**src/rtl/imem_pkg.sv**
```systemverilog
// Shared types for the instruction-memory responder: fill word, FSM states, response record.
package imem_pkg;

    localparam logic [31:0] NOP_INSN = 32'h00000013;

    typedef enum logic [1:0] {
        LOAD  = 2'd0,
        SERVE = 2'd1,
        DRAIN = 2'd2
    } imem_state_e;

    typedef struct packed {
        logic        valid;
        logic [31:0] data;
    } imem_resp_t;

endpackage

```
**src/rtl/imem_resp_pipe.sv**
```systemverilog
// LATENCY-deep response shift register; each stage keeps its last valid data so the
// output word holds steady between responses.
module imem_resp_pipe
    import imem_pkg::*;
#(
    parameter int unsigned LATENCY = 1,
    parameter logic [31:0] FILL    = NOP_INSN
) (
    input  logic       clock,
    input  logic       reset,
    input  imem_resp_t i_resp,
    output imem_resp_t o_resp,
    output logic       o_empty
);

    imem_resp_t r_stage [LATENCY];

    always_ff @(posedge clock) begin
        if (!reset) begin
            for (int i = 0; i < LATENCY; i++) begin
                r_stage[i] <= '{valid: 1'b0, data: FILL};
            end
        end else begin
            r_stage[0].valid <= i_resp.valid;
            if (i_resp.valid) r_stage[0].data <= i_resp.data;
            for (int i = 1; i < LATENCY; i++) begin
                r_stage[i].valid <= r_stage[i-1].valid;
                if (r_stage[i-1].valid) r_stage[i].data <= r_stage[i-1].data;
            end
        end
    end

    assign o_resp = r_stage[LATENCY-1];

    // Empty means nothing remains behind the word currently presented at the output,
    // so DRAIN can leave on the same edge that retires the final response.
    always_comb begin
        o_empty = 1'b1;
        for (int i = 0; i < LATENCY - 1; i++) begin
            if (r_stage[i].valid) o_empty = 1'b0;
        end
    end

endmodule

```
**src/rtl/imem_responder.sv**
```systemverilog
// Instruction-memory responder: program store loaded in LOAD, fetches served in SERVE.
// Define IMEM_RESP_WRAP_EN to wrap addresses modulo DEPTH instead of flagging them.
module imem_responder #(
    parameter int unsigned DEPTH    = 16,
    parameter int unsigned LATENCY  = 1,
    parameter logic [31:0] NOP_INSN = imem_pkg::NOP_INSN
) (
    input  logic                     clock,
    input  logic                     reset,
    input  logic                     load_valid,
    output logic                     load_ready,
    input  logic [$clog2(DEPTH)-1:0] load_addr,
    input  logic [31:0]              load_data,
    input  logic                     run,
    input  logic                     io_imem_req_valid,
    input  logic [31:0]              io_imem_req_bits_addr,
    output logic                     io_imem_req_ready,
    output logic                     io_imem_resp_valid,
    output logic [31:0]              io_imem_resp_bits_data,
    output logic [15:0]              fetch_count,
    output logic                     oob
);
    import imem_pkg::*;

    localparam int unsigned AW = $clog2(DEPTH);

    imem_state_e      r_state, w_next;
    logic [31:0]      r_store [DEPTH];
    logic [15:0]      r_count;
    logic             r_oob;
    logic             w_accept, w_bad, w_empty;
    logic [AW-1:0]    w_idx;
    imem_resp_t       w_pipe_in, w_pipe_out;

    assign load_ready        = (r_state == LOAD)  && reset;
    assign io_imem_req_ready = (r_state == SERVE) && reset;
    assign w_accept          = io_imem_req_valid && io_imem_req_ready;
    assign w_idx             = io_imem_req_bits_addr[AW+1:2];

`ifdef IMEM_RESP_WRAP_EN
    logic w_unused_addr;
    assign w_unused_addr = ^{io_imem_req_bits_addr[31:AW+2], io_imem_req_bits_addr[1:0]};
    assign w_bad         = 1'b0;
`else
    assign w_bad = (io_imem_req_bits_addr[31:AW+2] != '0) || (io_imem_req_bits_addr[1:0] != 2'b00);
`endif

    assign w_pipe_in.valid = w_accept;
    assign w_pipe_in.data  = w_bad ? NOP_INSN : r_store[w_idx];

    imem_resp_pipe #(
        .LATENCY (LATENCY),
        .FILL    (NOP_INSN)
    ) u_pipe (
        .clock   (clock),
        .reset   (reset),
        .i_resp  (w_pipe_in),
        .o_resp  (w_pipe_out),
        .o_empty (w_empty)
    );

    always_comb begin
        w_next = r_state;
        unique case (r_state)
            LOAD:    if (run)     w_next = SERVE;
            SERVE:   if (!run)    w_next = DRAIN;
            DRAIN:   if (w_empty) w_next = LOAD;
            default:              w_next = LOAD;
        endcase
    end

    always_ff @(posedge clock) begin
        if (!reset) r_state <= LOAD;
        else        r_state <= w_next;
    end

    always_ff @(posedge clock) begin
        if (!reset) begin
            for (int i = 0; i < DEPTH; i++) r_store[i] <= NOP_INSN;
        end else if (load_ready && load_valid) begin
            r_store[load_addr] <= load_data;
        end
    end

    always_ff @(posedge clock) begin
        if (!reset) begin
            r_count <= '0;
            r_oob   <= 1'b0;
        end else begin
            if (w_pipe_out.valid && (r_count != 16'hFFFF)) r_count <= r_count + 16'd1;
            if (w_accept && w_bad) r_oob <= 1'b1;
        end
    end

    assign io_imem_resp_valid     = w_pipe_out.valid;
    assign io_imem_resp_bits_data = w_pipe_out.data;
    assign fetch_count            = r_count;
    assign oob                    = r_oob;

endmodule
```
**config.mk**
```make
export PLATFORM = sky130hd
export DESIGN_NAME = imem_responder
export DESIGN_NICKNAME = d
export VERILOG_FILES = /design/src/rtl/imem_pkg.sv /design/src/rtl/imem_resp_pipe.sv /design/src/rtl/imem_responder.sv
export SDC_FILE = /design/constraint.sdc
export NUM_CORES = 1
export LEC_CHECK = 0
export BUFFER_PORTS_ARGS = -buffer_cell sky130_fd_sc_hd__buf_2
export CORE_UTILIZATION = 30
export DETAILED_ROUTE_END_ITERATION = 10
export GPL_TIMING_DRIVEN = 0
export PLACE_DENSITY = 0.56
export SKIP_CTS_REPAIR_TIMING = 1
export SLEW_MARGIN = 10
export SYNTH_ARGS = -nofsm -noshare
export SYNTH_HDL_FRONTEND = slang
export SYNTH_SLANG_ARGS = --single-unit
```
**constraint.sdc**
```tcl
create_clock -name clock -period 7.65 [get_ports clock]
set_input_delay 0.3825 -clock clock [delete_from_list [all_inputs] [get_ports clock]]
set_output_delay 0.3825 -clock clock [all_outputs]
set_load 0.02 [all_outputs]
```
Word-level counts from Yosys, hierarchy flattened
Memories as Yosys holds them, arrays and structs flattened.
Index checks and enable logic that the tools add are counted.
W data, S select, Z words.
{"block": "op_classes", "shifts": 0, "mux": 17, "n_eq_ne": 4, "div": 0, "n_bitwise": 0, "order_cmp": 0, "n_reduce_logical": 13, "mul": 0, "n_addsub": 1}
{"op": "$mux W32", "count": 2}
{"op": "$mux W33", "count": 1}
{"op": "$reduce_or A33 Y1", "count": 1}
{"op": "$reduce_or A32 Y1", "count": 1}
{"op": "$reduce_bool A26 Y1", "count": 1}
{"op": "$add A16 B1 Y16 const B", "count": 1}
{"op": "$ne A16 B16 Y1 const B", "count": 1}
{"op": "$mux W1", "count": 9}
{"op": "$logic_and A1 B1 Y1", "count": 6}
{"op": "$mux W2", "count": 3}
{"op": "$mux W4", "count": 1}
{"op": "$ne A2 B2 Y1 const B", "count": 2}
{"op": "$pmux W2 S2", "count": 1}
{"op": "$eq A2 B1 Y1 const B", "count": 1}
{"op": "$logic_not A2 Y1", "count": 1}
{"op": "$reduce_and A2 Y1", "count": 1}
{"op": "$reduce_bool A2 Y1", "count": 1}
{"op": "$logic_or A1 B1 Y1", "count": 1}
{"block": "totals", "input_bits": 73, "regBits": 19, "latch_bits": 0, "elab_cells": 40, "memories": 2, "romBits": 0, "output_inout_bits": 52, "ram_bits": 545}
{"name": "r_store", "depth": 16, "width": 32, "read_ports": 1, "rd_ports_with_merged_regs": 0, "write_ports": 16, "line": "imem_responder.sv:28", "source": "logic [31:0] r_store [DEPTH];"}
{"name": "u_pipe.r_stage", "depth": 1, "width": 33, "read_ports": 1, "rd_ports_with_merged_regs": 0, "write_ports": 2, "line": "imem_resp_pipe.sv:16", "source": "imem_resp_t r_stage [LATENCY];"}

Logic depth before layout (Yosys ltp)
{"block": "depth", "word_depth": 8, "depth_mapped": 8, "depth_no_buf": 5}

By module
A second synthesis with hierarchy kept.
{"block": "hier_totals", "hier_cells": 1618, "hier_area_um2": 25194.2}
{"mod": "imem_responder", "cells_each": 1543, "n_inst": 1, "area_each_um2": 23921.7, "seq_area_each_um2": 15755.1}
{"mod": "imem_resp_pipe", "cells_each": 75, "n_inst": 1, "area_each_um2": 1272.5, "seq_area_each_um2": 980.9}

Worst setup path after synthesis
No wires, ideal clock.
{"block": "synth_path", "path_kind": "input port to flip-flop", "from": "input reset", "to": "memory r_store[12][0] (enable)", "setup_time_ns": 0.466, "path_buffers": 3, "cell_stages": 6, "t_required_ns": 7.184, "path_slack_ns": 3.512, "arrival_ns": 3.672, "cell_sequence": "buf_4 > and4bb_1 > or3b_1 > buf_6 > buf_6 > o21ai_0"}
{"element": "from (decl)", "line": "imem_responder.sv:9", "source": "input logic reset,"}
{"element": "to (decl)", "line": "imem_responder.sv:28"}

==> results.txt <==
clk sinks: 564
crit end category: flip-flop
num rows: 105
drt drc: 0
antenna violations before repair: 14
clock-pin transition on the worst setup and hold timing paths: 60 ps
clk_lat worst skew: 610 ps
H-tree Lvls: 3
Vias: 14900
# fillers: 7834
worst slew pin tran: 1130 ps
TNS Setup: 0 ps
Yosys cell types: 50
peak supply drop: 148 uV
layout cells sized above 1: 0.231
largest net degree at the start of global routing: 20
Syn Inst Count: 1600
#FFs+latches synth: 564
Avg Synthesized Cell Area: 15.7 sq um
Cell Int Power: 5570 uW
number of buffers created by CTS: 66
CTS tree: yes
IO Count: 125
f_max: 257 MHz
clock skew: 20.3 ps
Post-Syn Area: 25200 sq um
R2R depth: 6
final core utilization: 0.365
Clock Power Share: 0.438
Sw Share: 0.227
Finish-stage setup viols: 0
final hold violations: 0
WL final: 75.7 mm
Core ar.: 82500 sq um
Hold Path Class: input port to flip-flop
static leakage: 0.0106 uW
vias in the first global route: 15400
die area: 85000 sq um
DRT Pass-1 Iters: 5
GRT Overall Usage: 0.178
CP Max Fanout: 18
DR WL/cell: 25.7 microns
status: completed
type of origin of the critical path: flip-flop
die height: 292 microns
Final min period: 3890 ps
Initial DRC Count: 1233
fin crit share: 0.508
post-route ant nets: 0
synthesized net count: 1674
slew margin rel.: 0.248
combinational share of power: 0.071
routability cong.: 0.813
Max Root-Sink Buffers: 3
sequential share of the synthesized area: 0.665
part of the power in registers: 0.491
Pwr per Cell Area: 239 nW/um^2
remaining global-route overflow: 0
Vias/cell: 5.05
fin nets: 1890
Root Driver: clkbuf_16
WP data required: 7940 ps
RSZ-0062 raised after global routing: false
net load switching power: 1640 uW
buffers added on ports: 121
first-pass GRT wire length: 108 mm
Starting Density: 0.305
Area Growth Syn to Fin: 19.5%
CP Class: flip-flop to flip-flop
Critical Path AT: 4180 ps
synth warn: 0
hpwl dp: 51.2 mm
Worst Hold Path Cells: 2
Die X: 292 microns
maxcap violations: 0
Slew Limit Fails: 0
worst max-delay path, cell delays in order (launching register included):
cell and delay [ps]:
dfxtp_1 340, and4bb_1 550, nand3b_1 320, nor3_1 780, clkbuf_1 640, nand2b_2 660, buf_12 270
kinds of logic (layout without fill, tap and decap cells):
| family | after synthesis | count (layout) | share of synthesized area |
|---|---|---|---|
| mux | 168 | 168 | 0.131 |
| flops | 564 | 564 | 0.665 |
| compound gates | 97 | 97 | 0.0259 |
| buf+inv | 150 | 418 | 0.0259 |
| other cells | 0 | 8 | 0 |
| fa+ha+maj | 1 | 1 | 0.000497 |
| simple gates | 620 | 620 | 0.152 |
synthesized netlist by cell type, drive strengths merged:
cell type / count / area [sq um]
nor3: 7 / 51.3
o211ai: 2 / 15.0
nand2b: 22 / 138
a311oi: 2 / 17.5
or2b: 5 / 37.5
or2: 1 / 6.26
mux2i: 38 / 380
nor2b: 2 / 12.5
and3b: 1 / 8.76
and4bb: 1 / 12.5
o2bb2ai: 1 / 8.76
o31ai: 2 / 15.0
and3: 4 / 25.0
o21ai: 14 / 70.1
or3b: 1 / 8.76
o21a: 1 / 7.51
or4: 1 / 7.51
buf: 39 / 229
clkbuf: 104 / 397
nand3: 8 / 40.0
inv: 7 / 26.3
dfxtp: 20 / 400
and2: 467 / 2920
a21oi: 6 / 30.0
o31a: 1 / 8.76
mux2: 2 / 22.5
a211oi: 35 / 263
o22ai: 28 / 175
nor2: 16 / 67.6
nand3b: 3 / 22.5
mux4: 128 / 2880
a21bo: 1 / 10.0
and4: 2 / 17.5
ha: 1 / 12.5
edfxtp: 544 / 16300
a22o: 1 / 8.76
nand4: 7 / 43.8
a22oi: 2 / 15.0
nor3b: 3 / 22.5
a31oi: 1 / 6.26
nor4: 11 / 68.8
or3: 37 / 231
nand2: 21 / 78.8
registers in the layout (all words and copies together) (netlist names):
register,count
fetch_count,16
oob,1
r_state,2
r_store,512
u_pipe.r_stage,33
layout make-up:
class / instances / area [sq um] / area share
multi-input cells: 886 / 7920 / 0.263
repair buffers: 148 / 1270 / 0.0423
inverters: 7 / 26.3 / 0.000874
plain buffers: 143 / 626 / 0.0208
clock inverters: 33 / 385 / 0.0128
diodes: 8 / 20.0 / 0.000666
flip-flops and latches: 564 / 16700 / 0.556
clock buffers: 87 / 1750 / 0.0582
well taps: 1070 / 1340 / 0.0445
cells in the final DEF, fill, tap and decap left out, types with 3 or more instances in the layout:
master / netlist / routed
a211oi_1: 35 / 35
a21oi_1: 6 / 6
and2_1: 467 / 467
and3_1: 4 / 4
buf_12: 0 / 6
buf_16: 0 / 19
buf_2: 27 / 148
buf_4: 7 / 7
buf_6: 3 / 3
bufinv_16: 0 / 7
clkbuf_1: 99 / 119
clkbuf_16: 0 / 67
clkbuf_2: 5 / 5
clkinv_1: 0 / 12
clkinv_2: 0 / 5
dfxtp_1: 20 / 20
diode_2: 0 / 8
edfxtp_1: 544 / 544
inv_1: 7 / 7
mux2i_1: 38 / 38
mux4_2: 128 / 128
nand2_1: 21 / 20
nand2b_1: 22 / 18
nand2b_2: 0 / 4
nand3_1: 8 / 8
nand3b_1: 3 / 3
nand4_1: 7 / 7
nor2_1: 13 / 13
nor2_2: 3 / 3
nor3_1: 5 / 5
nor3b_1: 3 / 3
nor4_1: 11 / 11
o21ai_4: 0 / 12
o22ai_1: 28 / 28
or2b_1: 5 / 5
or3_1: 37 / 37
final timing paths:
path | from | end | slack (ps)
hold / removal | load_data[7] | r_store[11][7] | 120
hold reg to reg | oob | oob | 490
setup reg to reg | r_state[0] | r_store[1][24] | 3760
setup / recovery | r_state[0] | r_store[1][24] | 3760
stage by stage:
stage	instances	power [uW]	worst slack, ps	hold WS [ps]	cell area [sq um]
after floorplan	1600	3870	3510	442	25200
after global placement	2791	4070	-810	458	27100
after detailed placement	2817	4120	3580	482	27900
after CTS	2937	7270	3790	-82.1	30000
after global routing	2940	7400	3680	120	30100
final	2946	7200	3760	124	30100
layer usage:
| metal | wire length (microns) | GRT usage | share of wire | vias up |
|---|---|---|---|---|
| met1 | 30100 | 0.226 | 0.40 | 7656 |
| met5 | 80 | 0 | 0.0011 | - |
| li1 | - | - | - | 6467 |
| met2 | 36600 | 0.293 | 0.48 | 583 |
| met4 | 2780 | 0.0673 | 0.037 | 14 |
| met3 | 6130 | 0.0440 | 0.081 | 161 |
power groups by stage:
| stage | logic [uW] | registers [uW] | clock network, uW |
|---|---|---|---|
| 6_report | 511 | 3540 | 3160 |
| 5_1_grt | 540 | 3550 | 3320 |
| 4_1_cts | 516 | 3540 | 3220 |
| 3_5_place_dp | 515 | 3600 | 0 |
| 3_3_place_gp | 452 | 3620 | 0 |
| 2_1_floorplan | 258 | 3610 | 0 |
(Power assumes the default switching activity.)
